File: src/rtl/pe2ddr_wr_pkg.sv
// pe2ddr_wr_pkg: shared widths and helpers for the PE-to-DDR write-back engine.
// Supplies the global datapath widths (DATA_W, BATCH, DDR_W, DDR_ADDR_W,
// BURST_W), the bw() bit-width helper and the address FSM state type.
package pe2ddr_wr_pkg;

  localparam int unsigned DATA_W     = 8;
  localparam int unsigned BATCH      = 4;
  localparam int unsigned DDR_W      = 128;
  localparam int unsigned DDR_ADDR_W = 32;
  localparam int unsigned BURST_W    = 8;

  // Bits needed to index n items (at least 1).
  function automatic int unsigned bw(input int unsigned n);
    return (n <= 1) ? 1 : $clog2(n);
  endfunction

  typedef enum logic [1:0] {
    A_IDLE,
    A_ISSUE,
    A_WAIT_DATA
  } addr_state_t;

endpackage

File: src/rtl/pe2ddr_wr_fifo.sv
// pe2ddr_fifo: synchronous beat FIFO with occupancy count.
// Ports:
//   clk, rst        clock, asynchronous active-low reset
//   push, push_data write side (dropped when full)
//   pop             read side, advances head when not empty
//   head            current head entry (valid when count != 0)
//   count           number of stored entries, 0..DEPTH
module pe2ddr_fifo #(
  parameter int unsigned WIDTH = 129,
  parameter int unsigned DEPTH = 4
) (
  input  logic                     clk,
  input  logic                     rst,
  input  logic                     push,
  input  logic [WIDTH-1:0]         push_data,
  input  logic                     pop,
  output logic [WIDTH-1:0]         head,
  output logic [$clog2(DEPTH):0]   count
);

  localparam int unsigned AW = $clog2(DEPTH);
  localparam logic [AW:0] FULL = (AW+1)'(DEPTH);

  logic [WIDTH-1:0] mem [DEPTH];
  logic [AW-1:0]    wr_ptr;
  logic [AW-1:0]    rd_ptr;
  logic             do_push;
  logic             do_pop;

  assign do_pop  = pop && (count != '0);
  assign do_push = push && (count != FULL);
  assign head    = mem[rd_ptr];

  always_ff @(posedge clk) begin
    if (do_push) mem[wr_ptr] <= push_data;
  end

  always_ff @(posedge clk or negedge rst) begin
    if (!rst) begin
      wr_ptr <= '0;
      rd_ptr <= '0;
      count  <= '0;
    end else begin
      if (do_push) wr_ptr <= wr_ptr + AW'(1);
      if (do_pop)  rd_ptr <= rd_ptr + AW'(1);
      if (do_push && !do_pop)      count <= count + (AW+1)'(1);
      else if (!do_push && do_pop) count <= count - (AW+1)'(1);
    end
  end

endmodule

File: src/rtl/pe2ddr_wr.sv
// pe2ddr_wr: drains one PE accumulation buffer, packs RATIO buffer words per
// DDR beat (first word in the LSBs) and streams the beats to a DDR write-data
// channel while issuing strided burst addresses on the address channel.
// Ports:
//   clk, rst            clock, asynchronous active-low reset
//   start/busy/done     config strobe, activity flag, completion pulse
//   conf_*              transfer configuration, latched on accepted start
//   buf_rd_*            one-hot buffer read port, data 1 cycle after enable
//   ddr_addr*/ddr_size  burst address channel (valid/ready)
//   ddr_wr_*            write-data channel (valid/ready, last per burst)
module pe2ddr_wr
  import pe2ddr_wr_pkg::*;
#(
  parameter int unsigned BUF_DEPTH  = 256,
  parameter int unsigned PE_NUM     = 32,
  parameter int unsigned FIFO_DEPTH = 4
) (
  input  logic                      clk,
  input  logic                      rst,
  input  logic                      start,
  output logic                      done,
  output logic                      busy,
  input  logic [DDR_ADDR_W-1:0]     conf_st_addr,
  input  logic [DDR_ADDR_W-1:0]     conf_step,
  input  logic [BURST_W-1:0]        conf_burst,
  input  logic [BURST_W-1:0]        conf_burst_num,
  input  logic [bw(PE_NUM)-1:0]     conf_pe_sel,
  input  logic [bw(BUF_DEPTH)-1:0]  conf_buf_addr,
  output logic [PE_NUM-1:0]         buf_rd_en,
  output logic [bw(BUF_DEPTH)-1:0]  buf_rd_addr,
  input  logic [DATA_W*BATCH-1:0]   buf_rd_data,
  output logic [DDR_ADDR_W-1:0]     ddr_addr,
  output logic [BURST_W-1:0]        ddr_size,
  output logic                      ddr_addr_valid,
  input  logic                      ddr_addr_ready,
  output logic [DDR_W-1:0]          ddr_wr_data,
  output logic                      ddr_wr_last,
  output logic                      ddr_wr_valid,
  input  logic                      ddr_wr_ready
);

  localparam int unsigned RD_W   = DATA_W * BATCH;
  localparam int unsigned RATIO  = DDR_W / RD_W;
  localparam int unsigned PE_W   = bw(PE_NUM);
  localparam int unsigned BA_W   = bw(BUF_DEPTH);
  localparam int unsigned IDX_W  = bw(RATIO);
  localparam int unsigned BEAT_W = 2 * BURST_W;
  localparam int unsigned TOT_W  = 2 * BURST_W + IDX_W + 1;
  localparam int unsigned CNT_W  = $clog2(FIFO_DEPTH) + 1;
  localparam logic [IDX_W-1:0] LAST_IDX = IDX_W'(RATIO - 1);

  if ((RATIO < 1) || (DDR_W % RD_W != 0)) begin : g_bad_ratio
    $error("pe2ddr_wr: DDR_W must be an integer multiple of DATA_W*BATCH");
  end
  if ((FIFO_DEPTH < 2) || ((FIFO_DEPTH & (FIFO_DEPTH - 1)) != 0)) begin : g_bad_depth
    $error("pe2ddr_wr: FIFO_DEPTH must be a power of 2 and at least 2");
  end

  addr_state_t           a_state;
  logic [DDR_ADDR_W-1:0] step_q;
  logic [BURST_W-1:0]    addr_left;
  logic [BURST_W-1:0]    burst_q;
  logic [BEAT_W-1:0]     beats_left;
  logic [PE_W-1:0]       pe_sel_q;
  logic [BA_W-1:0]       rd_ptr;
  logic [TOT_W-1:0]      rd_left;
  logic [IDX_W-1:0]      nxt_idx;
  logic [IDX_W-1:0]      pk_idx;
  logic [CNT_W-1:0]      asm_cnt;
  logic                  rd_vld;
  logic [DDR_W-1:0]      pack_q;
  logic [BURST_W-1:0]    wb_idx;

  logic                  start_ok, zero_cfg;
  logic                  a_fire, wr_fire, push, push_last;
  logic                  beat_open, room, can_issue, finish;
  logic [DDR_W-1:0]      push_data;
  logic [DDR_W:0]        fifo_head;
  logic [CNT_W-1:0]      fifo_count;
  logic [BURST_W-1:0]    addr_left_nxt;
  logic [BEAT_W-1:0]     beats_left_nxt;
  logic [TOT_W-1:0]      total_reads;
  logic [BEAT_W-1:0]     total_beats;

  function automatic logic [BA_W-1:0] ptr_inc(input logic [BA_W-1:0] p);
    return (p == BA_W'(BUF_DEPTH - 1)) ? '0 : p + BA_W'(1);
  endfunction

  function automatic logic [IDX_W-1:0] idx_inc(input logic [IDX_W-1:0] i);
    return (i == LAST_IDX) ? '0 : i + IDX_W'(1);
  endfunction

  assign start_ok    = start && !busy;
  assign zero_cfg    = (conf_burst == '0) || (conf_burst_num == '0);
  assign total_reads = TOT_W'(conf_burst) * TOT_W'(conf_burst_num) * TOT_W'(RATIO);
  assign total_beats = BEAT_W'(conf_burst) * BEAT_W'(conf_burst_num);

  assign ddr_wr_valid = (fifo_count != '0);
  assign ddr_wr_data  = ddr_wr_valid ? fifo_head[DDR_W-1:0] : '0;
  assign ddr_wr_last  = ddr_wr_valid && fifo_head[DDR_W];

  assign a_fire  = ddr_addr_valid && ddr_addr_ready;
  assign wr_fire = ddr_wr_valid && ddr_wr_ready;

  assign push      = rd_vld && (pk_idx == LAST_IDX);
  assign push_last = (wb_idx == burst_q - BURST_W'(1));

  // The final word of a beat goes straight into the FIFO without a pack cycle.
  always_comb begin
    push_data = pack_q;
    push_data[(RATIO-1)*RD_W +: RD_W] = buf_rd_data;
  end

  // A beat counts as "in assembly" from its first read until its push, so the
  // FIFO can never be over-committed even with reads still in flight.
  assign beat_open = (nxt_idx != '0);
  assign room      = ({1'b0, fifo_count} + {1'b0, asm_cnt}) < (CNT_W+1)'(FIFO_DEPTH);
  assign can_issue = busy && (rd_left != '0) && (beat_open || room);

  assign addr_left_nxt  = addr_left - BURST_W'(a_fire);
  assign beats_left_nxt = beats_left - BEAT_W'(wr_fire);
  assign finish         = busy && (addr_left_nxt == '0) && (beats_left_nxt == '0);

  pe2ddr_fifo #(
    .WIDTH (DDR_W + 1),
    .DEPTH (FIFO_DEPTH)
  ) u_fifo (
    .clk       (clk),
    .rst       (rst),
    .push      (push),
    .push_data ({push_last, push_data}),
    .pop       (ddr_wr_ready),
    .head      (fifo_head),
    .count     (fifo_count)
  );

  // Control: busy/done and the data-channel beat budget.
  always_ff @(posedge clk or negedge rst) begin
    if (!rst) begin
      busy       <= 1'b0;
      done       <= 1'b0;
      beats_left <= '0;
    end else if (start_ok) begin
      done       <= zero_cfg;
      busy       <= !zero_cfg;
      beats_left <= zero_cfg ? '0 : total_beats;
    end else begin
      done       <= finish;
      beats_left <= beats_left_nxt;
      if (finish) busy <= 1'b0;
    end
  end

  // Address channel FSM.
  always_ff @(posedge clk or negedge rst) begin
    if (!rst) begin
      a_state        <= A_IDLE;
      ddr_addr       <= '0;
      ddr_size       <= '0;
      ddr_addr_valid <= 1'b0;
      addr_left      <= '0;
      step_q         <= '0;
    end else begin
      case (a_state)
        A_IDLE: begin
          if (start_ok && !zero_cfg) begin
            a_state        <= A_ISSUE;
            ddr_addr       <= conf_st_addr;
            ddr_size       <= conf_burst;
            ddr_addr_valid <= 1'b1;
            addr_left      <= conf_burst_num;
            step_q         <= conf_step;
          end
        end
        A_ISSUE: begin
          if (a_fire) begin
            addr_left <= addr_left_nxt;
            if (addr_left == BURST_W'(1)) begin
              ddr_addr_valid <= 1'b0;
              ddr_addr       <= '0;
              ddr_size       <= '0;
              a_state        <= finish ? A_IDLE : A_WAIT_DATA;
            end else begin
              ddr_addr <= ddr_addr + step_q;
            end
          end
        end
        A_WAIT_DATA: begin
          if (finish) a_state <= A_IDLE;
        end
        default: a_state <= A_IDLE;
      endcase
    end
  end

  // Read sequencer and beat packer.
  always_ff @(posedge clk or negedge rst) begin
    if (!rst) begin
      buf_rd_en   <= '0;
      buf_rd_addr <= '0;
      pe_sel_q    <= '0;
      rd_ptr      <= '0;
      rd_left     <= '0;
      nxt_idx     <= '0;
      pk_idx      <= '0;
      asm_cnt     <= '0;
      rd_vld      <= 1'b0;
      pack_q      <= '0;
      wb_idx      <= '0;
      burst_q     <= '0;
    end else if (start_ok && !zero_cfg) begin
      // First read goes out in the cycle right after start.
      buf_rd_en   <= PE_NUM'(1) << conf_pe_sel;
      buf_rd_addr <= conf_buf_addr;
      pe_sel_q    <= conf_pe_sel;
      rd_ptr      <= ptr_inc(conf_buf_addr);
      rd_left     <= total_reads - TOT_W'(1);
      nxt_idx     <= idx_inc('0);
      pk_idx      <= '0;
      asm_cnt     <= CNT_W'(1);
      rd_vld      <= 1'b0;
      wb_idx      <= '0;
      burst_q     <= conf_burst;
    end else begin
      rd_vld <= (buf_rd_en != '0);
      if (can_issue) begin
        buf_rd_en   <= PE_NUM'(1) << pe_sel_q;
        buf_rd_addr <= rd_ptr;
        rd_ptr      <= ptr_inc(rd_ptr);
        rd_left     <= rd_left - TOT_W'(1);
        nxt_idx     <= idx_inc(nxt_idx);
      end else begin
        buf_rd_en <= '0;
      end
      asm_cnt <= asm_cnt + CNT_W'(can_issue && !beat_open) - CNT_W'(push);
      if (rd_vld) begin
        if (pk_idx == LAST_IDX) begin
          pk_idx <= '0;
          wb_idx <= push_last ? '0 : wb_idx + BURST_W'(1);
        end else begin
          pack_q[pk_idx*RD_W +: RD_W] <= buf_rd_data;
          pk_idx <= pk_idx + IDX_W'(1);
        end
      end
    end
  end

endmodule

File: config.mk
export PLATFORM = sky130hd
export DESIGN_NAME = pe2ddr_wr
export DESIGN_NICKNAME = d
export VERILOG_FILES = /design/src/rtl/pe2ddr_wr_pkg.sv /design/src/rtl/pe2ddr_wr_fifo.sv /design/src/rtl/pe2ddr_wr.sv
export SDC_FILE = /design/constraint.sdc
export NUM_CORES = 1
export LEC_CHECK = 0
export ABC_AREA = 1
export BUFFER_PORTS_ARGS = -buffer_cell sky130_fd_sc_hd__buf_2
export CAP_MARGIN = 25
export CORE_UTILIZATION = 42
export CTS_CLUSTER_SIZE = 28
export DETAILED_ROUTE_END_ITERATION = 8
export PLACE_DENSITY = 0.56
export SLEW_MARGIN = 20
export SYNTH_ARGS = -nofsm -noshare
export SYNTH_HDL_FRONTEND = slang
export SYNTH_HIERARCHICAL = 1
export SYNTH_SLANG_ARGS = --single-unit
export TNS_END_PERCENT = 30
File: constraint.sdc
create_clock -name clk -period 10.8 [get_ports clk]
set_input_delay 2.7 -clock clk [delete_from_list [all_inputs] [get_ports clk]]
set_output_delay 2.7 -clock clk [all_outputs]
set_load 0.01 [all_outputs]
==> out/metrics.yaml, run 1 <==
run_status:
  status: "finished, final reports clean"
setup_path:
  required_ns: 8.10
  reg2reg_slack_ns: 6.87
  endpoint_kind: "output pin"
  rr_startpoint: "busy"
  worstPathArrival_ns: 3.91
  cp_slowest_cell: "buf_4"
  path_cells: "inv_6 > buf_4 > o211ai_1 > nand2_1 > inv_1 > nor2_1 > buf_2"
  crit_type: "reg -> out"
  crit_fanout: 72
  worst_setup_path_start_kind: "flop"
  slowest_delay_ns: 0.98
  cp-startpoint: "u_fifo/rd_ptr[1]"
timing:
  min_period_over_period_pct: 61.2
  fin_skew_ns: 0.0228
  worst_pin_slew_ns: 1.09
  setup_viol: 0
  slew_headroom_pct: 27.3
  fin_crit_ns: 6.61
  setup_tns_ns: 0
  fin_ws_ns: 4.19
  finalHoldViolations: 0
  fin_worst_hold_slack_ns: 0.477
  rsz0062_at_grt: "no"
  fmax_ghz: 0.151
  slew_violations: 0
synthesis:
  synth_xor_area_share_pct: 0.986
  synth_nets: 4600
  synth_mux_area_share_pct: 0
  syn_inst: 4338
  synth_edf_count: 516
  synth_warnings: 6
  avgSynthCellArea_um2: 9.62
  synth_compound_area_share_pct: 12.8
  synth_cell_type_count: 50
  async_reset_ff_share_pct: 36.8
  synth_top_family_by_area: "simple AND/OR/NAND/NOR gates"
  ys.flop_type: "edfxtp_1"
  ys_ff_latch: 816
  synth_area_um2: 41700
  synth-simple-area-share_pct: 17.3
  ys_seq_area_share_pct: 55.1
  synthAdderAreaFrac_pct: 4.66
cells_and_area:
  syn2layout_area_growth_pct: 13.6
  layout_commonest_cell: "nand2_1"
  nets: 4865
  seq_area_um2: 23000
  final_cell_mix: "nand2_1 (1060), inv_1 (696), edfxtp_1 (516), buf_2 (341), nor2_1 (328)"
  fillCellCount: 9410
  layout-drive-gt1-share_pct: 16.5
  fin_util_pct: 48.2
  multi_input_area_um2: 15000
place:
  dp_slack_ns: 3.59
  hpwl_um: 72800
  gp_congestion: 0.881
  io_buffers: 342
cts:
  clock_path_buffers: 3
  path_clk_slew_ns: 0.06
  post_cts_buffers: 0
  cts_resized: 0
  cts_root_buf: "clkbuf_16"
  clk_latency_ns: 0.68
  htree_levels: 3
  clock-sinks: 816
  cts_tree: "built"
  cts_made_buffers: 91
  ctsHoldBuffers: 0
detailed_routing:
  wl_met1_um: 49100
  drt-initial-drc-count: 2137
  drt-total-wl_um: 112000
  vias: 30400
  drtPass1Iterations: 5
  post_drt_wl_per_cell_um: 18.8
  drc_errors: 0
  viasPerCell: 5.09
  ant_nets: 0
  routed-wl-met2_um: 52800
  highest_layer: "met5"
  routed-wl-met3_um: 6660
job:
  maxCapViolCount: 0
grt:
  grt-ovfl-total: 0
  antenna_found_initial: 10
  grt_use_total_pct: 22.3
  grt_pass1_wl_um: 172000
  first_global_vias: 29300
  grt_start_max_net_pins: 187
hold_path:
  worstHoldStart: "step_q[26]"
  hp-class: "reg -> reg"
floorplanning:
  die-area_um2: 101000
  core_region_area_um2: 98400
  rows: 115
  die_w_um: 317
  ioPinCount: 343
  die_y_um: 317
  start_util_pct: 42.4
power:
  power.density_nw_per_um2: 292
  swShare_pct: 43.1
  intPower_uw: 7870
  pwr-share-comb_pct: 44.7
  clkPwrFrac_pct: 22.6
  sequentialPowerShare_pct: 32.7
  leakagePower_uw: 0.0222
  ir_worst_vdd_uv: 179
  totalPowerFinal_uw: 13800
  power.switching_uw: 5970
-- Yosys cell counts, types with 7 or more instances --
master,count,area [um2]
xor2_1,29,254
o22ai_1,36,225
nor4_1,16,100
edfxtp_1,516,15500
o22ai_2,10,125
buf_4,10,75.1
xnor2_1,18,158
nand2_1,1060,3980
buf_2,87,435
dfrtp_1,300,7510
nand3b_1,12,90.1
buf_6,30,338
a21oi_1,131,656
nor2_1,334,1250
inv_2,8,30.0
o21ai_0,212,1060
fa_1,39,781
ha_1,93,1160
nor2_2,7,43.8
clkbuf_1,77,289
o211ai_1,65,488
nand4_1,101,632
inv_1,696,2610
o21a_1,15,113
o211ai_2,199,2490
a31oi_1,14,87.6
nand3_1,144,721
nor3_1,34,170
-- critical path, delay by kind of cell, from the launching register on --
family,cells,cell delay [ns]
AO/OA/AOI/OAI,1,0.21
buffers and inverters,4,1.97
flip-flops,1,0.65
AND/OR/NAND/NOR,2,0.39
-- registers in the layout, indices dropped and copies added, names as in the netlist, 16 cells and up --
| signal | cells |
|---|---|
| ddr_addr | 32 |
| u_fifo/mem | 516 |
| pack_q | 96 |
| buf_rd_en | 32 |
| step_q | 32 |
| beats_left | 16 |
| rd_left | 19 |
-- power groups by stage --
stage	Sequential (uW)	Combinational, uW	Clock, uW
floorplan	4490	4380	0
global placement	4590	6190	0
detailed placement	4600	6230	0
CTS	4540	6250	3200
global route	4620	7000	3320
finish	4530	6190	3120
-- metal layers --
layer	global-route usage (%)	up-vias
met5	0	-
met4	7.49	12
met3	4.53	168
met2	36.8	740
met1	29.4	14600
li1	-	14900
-- cell type report --
| class | count | share of cell area (%) |
|---|---|---|
| antenna | 1 | 0.00528 |
| clock buffer | 128 | 5.42 |
| clock inverter | 43 | 0.974 |
| inverter | 705 | 5.61 |
| multi-input combinational | 2609 | 31.6 |
| sequential | 816 | 48.5 |
| tap | 1287 | 3.40 |
| timing repair buffer | 380 | 4.47 |
-- stage by stage --
step                area (um2)  std cells
floorplan                41700       4338
global placement         44300       5793
detailed placement       44300       5794
CTS                      47300       5965
global route             47400       5969
finish                   47400       5969
-- final timing paths --
check                                   to  cells past startpoint
setup / recovery           ddr_wr_data[98]                      7
hold / removal                  step_q[26]                      2
setup reg to reg             buf_rd_en[15]                      8
hold reg to reg                 step_q[26]                      2
max in group asynchronous       burst_q[0]                      2
min in group asynchronous     ddr_addr[22]                      1
-- cells by family after synthesis --
| kind of cell | after synthesis |
|---|---|
| adder cells (fa/ha/maj) | 132 |
| AO/OA/AOI/OAI | 696 |
| flip-flops | 816 |
| XOR/XNOR | 47 |
| buffers and inverters | 913 |
| AND/OR/NAND/NOR | 1734 |
(Power assumes the default switching activity.)
==> run 2: changes to the inputs <==
--- a/config.mk
+++ b/config.mk
@@ -11,7 +11,7 @@
 export CORE_UTILIZATION = 42
 export CTS_CLUSTER_SIZE = 28
 export DETAILED_ROUTE_END_ITERATION = 8
-export PLACE_DENSITY = 0.56
+export PLACE_DENSITY = 0.59
 export SLEW_MARGIN = 20
 export SYNTH_ARGS = -nofsm -noshare
 export SYNTH_HDL_FRONTEND = slang
==> constraint.sdc (replaced) <==
create_clock -name clk -period 5.5 [get_ports clk]
set_input_delay 1.375 -clock clk [delete_from_list [all_inputs] [get_ports clk]]
set_output_delay 1.375 -clock clk [all_outputs]
set_load 0.01 [all_outputs]
==> run 2 against run 1 <==
Cell count up 0.80%. Wire length grew 0.68%. Clock power up 94%. Setup slack got worse by 3.8 ns. Design area increased by 0.90%.
==> out/metrics.yaml, run 2 (synthesized netlist as in run 1, its figures left out) <==
place:
  io_buffers: 342  # unchanged
  place_area_um2: 44800  # was 44300 um2
  hpwl_um: 74500  # was 72800 um
  dp_cells: 5847  # was 5794
  gp_congestion: 0.893  # was 0.881
cts:
  cts_resized: 0  # unchanged
  cts_tree: "built"  # unchanged
  post_cts_buffers: 0  # unchanged
  cts_root_buf: "clkbuf_16"  # unchanged
  htree_levels: 3  # unchanged
  ctsHoldBuffers: 0  # unchanged
  path_clk_slew_ns: 0.06  # about the same
  cts_made_buffers: 91  # unchanged
  clock-sinks: 816  # unchanged
  clk_latency_ns: 0.68  # about the same
  clock_path_buffers: 3  # unchanged
power:
  leakagePower_uw: 0.0224  # was 0.0222 uW
  totalPowerFinal_uw: 27500  # was 13800 uW
  power.density_nw_per_um2: 575  # was 292 nW/um2
  ir_worst_vdd_uv: 384  # was 179 uV
timing:
  rsz0062_at_grt: "no"  # unchanged
  fmax_ghz: 0.197
  slew_headroom_pct: 27.5  # was 27.3%
  worst_pin_slew_ns: 1.09  # about the same
  fin_skew_ns: 0.0239  # was 0.0228 ns
  min_period_over_period_pct: 92.5
  finalHoldViolations: 0  # unchanged
  setup_viol: 0  # unchanged
  slew_violations: 0  # unchanged
  setup_tns_ns: 0  # unchanged
  fin_crit_ns: 5.09
floorplanning:
  start_util_pct: 42.4  # unchanged
  rows: 115  # unchanged
  die-area_um2: 101000  # unchanged
  die_y_um: 317  # unchanged
  die_w_um: 317  # unchanged
  core_region_area_um2: 98400  # unchanged
  ioPinCount: 343  # unchanged
cells_and_area:
  final_cell_mix: "nand2_1 (1060), inv_1 (695), edfxtp_1 (516), buf_2 (341), nor2_1 (328)"  # was nand2_1 (1060), inv_1 (696), edfxtp_1 (516), buf_2 (341), nor2_1 (328)
  syn2layout_area_growth_pct: 14.6  # was 13.6%
  fin_util_pct: 48.6  # was 48.2%
  nets: 4917  # was 4865
  layout-drive-gt1-share_pct: 17.5  # was 16.5%
  largest_reg_flops: 516  # unchanged
  reg_top3: "u_fifo/mem (516), pack_q (96)"  # unchanged
  fin_cells: 6017  # was 5969
  top_register: "u_fifo/mem"  # unchanged
  stdcell_area_um2: 47800  # was 47400 um2
  layout_commonest_cell: "nand2_1"  # unchanged
setup_path:
  worst_setup_path_start_kind: "input port"  # was flop
  reg2reg_slack_ns: 1.66  # was 6.87 ns
  cp_slowest_cell: "fa_1"  # was buf_4
  cp_common_cell: "nand2_1"
  cp.depth: 23  # was 7
  cp-startpoint: "conf_burst_num[7]"  # was u_fifo/rd_ptr[1]
  endpoint_kind: "flop"  # was output pin
  r2r_end: "addr_left[5]"  # was buf_rd_en[15]
  path_buf_inv: 4  # unchanged
  endpoint: "rd_left[14]"  # was ddr_wr_data[98]
  worstPathArrival_ns: 5.63  # was 3.91 ns
  cpLargestDelayFamily: "adder cells"  # was buffers and inverters
  rr_startpoint: "a_state[1]"  # was busy
  crit_type: "in -> reg"  # was reg -> out
  required_ns: 6.05  # was 8.10 ns
  slowest_delay_ns: 0.55  # was 0.98 ns
  path_cells: "buf_2 > nand2_1 > fa_1 > fa_1 > inv_1 > fa_1 > inv_1 > fa_1 > inv_1 > ha_1 > nand2_1 > nor2_1 > nand2_1 > nand3_1 > nand2_1 > nand2_1 > nand3_1 > nor2_2 > nand2_1 > nand2_1 > nand2_1 > nor2_1 > nor2_1"  # was inv_6 > buf_4 > o211ai_1 > nand2_1 > inv_1 > nor2_1 > buf_2
  crit_fanout: 5  # was 72
  reg2reg_depth: 8  # unchanged
grt:
  antenna_found_initial: 9  # was 10
  grt_pass1_wl_um: 174000  # was 172000 um
  grt_start_max_net_pins: 130  # was 187
  grt-ovfl-total: 0  # unchanged
  first_global_vias: 29700  # was 29.3k
  grt_use_total_pct: 22.5  # was 22.3%
detailed_routing:
  viasPerCell: 5.11  # was 5.09
  vias: 30800  # was 30.4k
  post_drt_wl_per_cell_um: 18.8  # about the same
  ant_nets: 0  # unchanged
  drt-total-wl_um: 113000  # was 112000 um
  drc_errors: 0  # unchanged
  drtPass1Iterations: 5  # unchanged
  drt-initial-drc-count: 2129  # was 2137
run_status:
  status: "finished, final reports clean"  # unchanged
job:
  maxCapViolCount: 0  # unchanged
hold_path:
  hp-class: "reg -> reg"  # unchanged
run 2: final cells by class:
class / instances / area [um2]
fill: 9262 / 50600
sequential: 816 / 23000
multi-input combinational: 2609 / 15000
clock buffer: 135 / 2710
inverter: 705 / 2660
timing repair buffer: 432 / 2570
tap: 1287 / 1610
clock inverter: 32 / 297
antenna: 1 / 2.50
run 2: where the power goes:
group	internal (uW)	switching (uW)
clock network	3520	2540
logic	4170	8330
registers	7960	997
run 2: worst min-delay path: cells and delay by family, from the launching register on:
family	cells	cell delay [ns]
simple gates	2	0.11
flops	1	0.34
run 2: metrics by stage:
stage	hold WS (ns)	worst slack [ns]
2_1_floorplan	0.446	-1.45
3_3_place_gp	0.459	-0.163
3_5_place_dp	0.468	-0.242
4_1_cts	0.481	0.462
5_1_grt	0.502	0.146
6_report	0.480	0.411
run 2: worst min-delay path by stage:
stage / start / slack, ns / cells after the start / endpoint
2_1_floorplan: step_q[0] / 0.45 / 2 / step_q[0]
3_3_place_gp: step_q[26] / 0.46 / 2 / step_q[26]
3_5_place_dp: step_q[21] / 0.47 / 2 / step_q[21]
4_1_cts: step_q[0] / 0.48 / 2 / step_q[0]
5_1_grt: step_q[21] / 0.50 / 2 / step_q[21]
6_report: step_q[0] / 0.48 / 2 / step_q[0]
run 2: per-layer routing:
layer | GRT usage [%] | vias to the layer above | part of all wire, %
met5 | 0 | - | 0.071
li1 | - | 15000 | -
met4 | 5.71 | 12 | 2.2
met2 | 37.8 | 874 | 48
met1 | 30.1 | 14700 | 44
met3 | 4.18 | 154 | 6.5
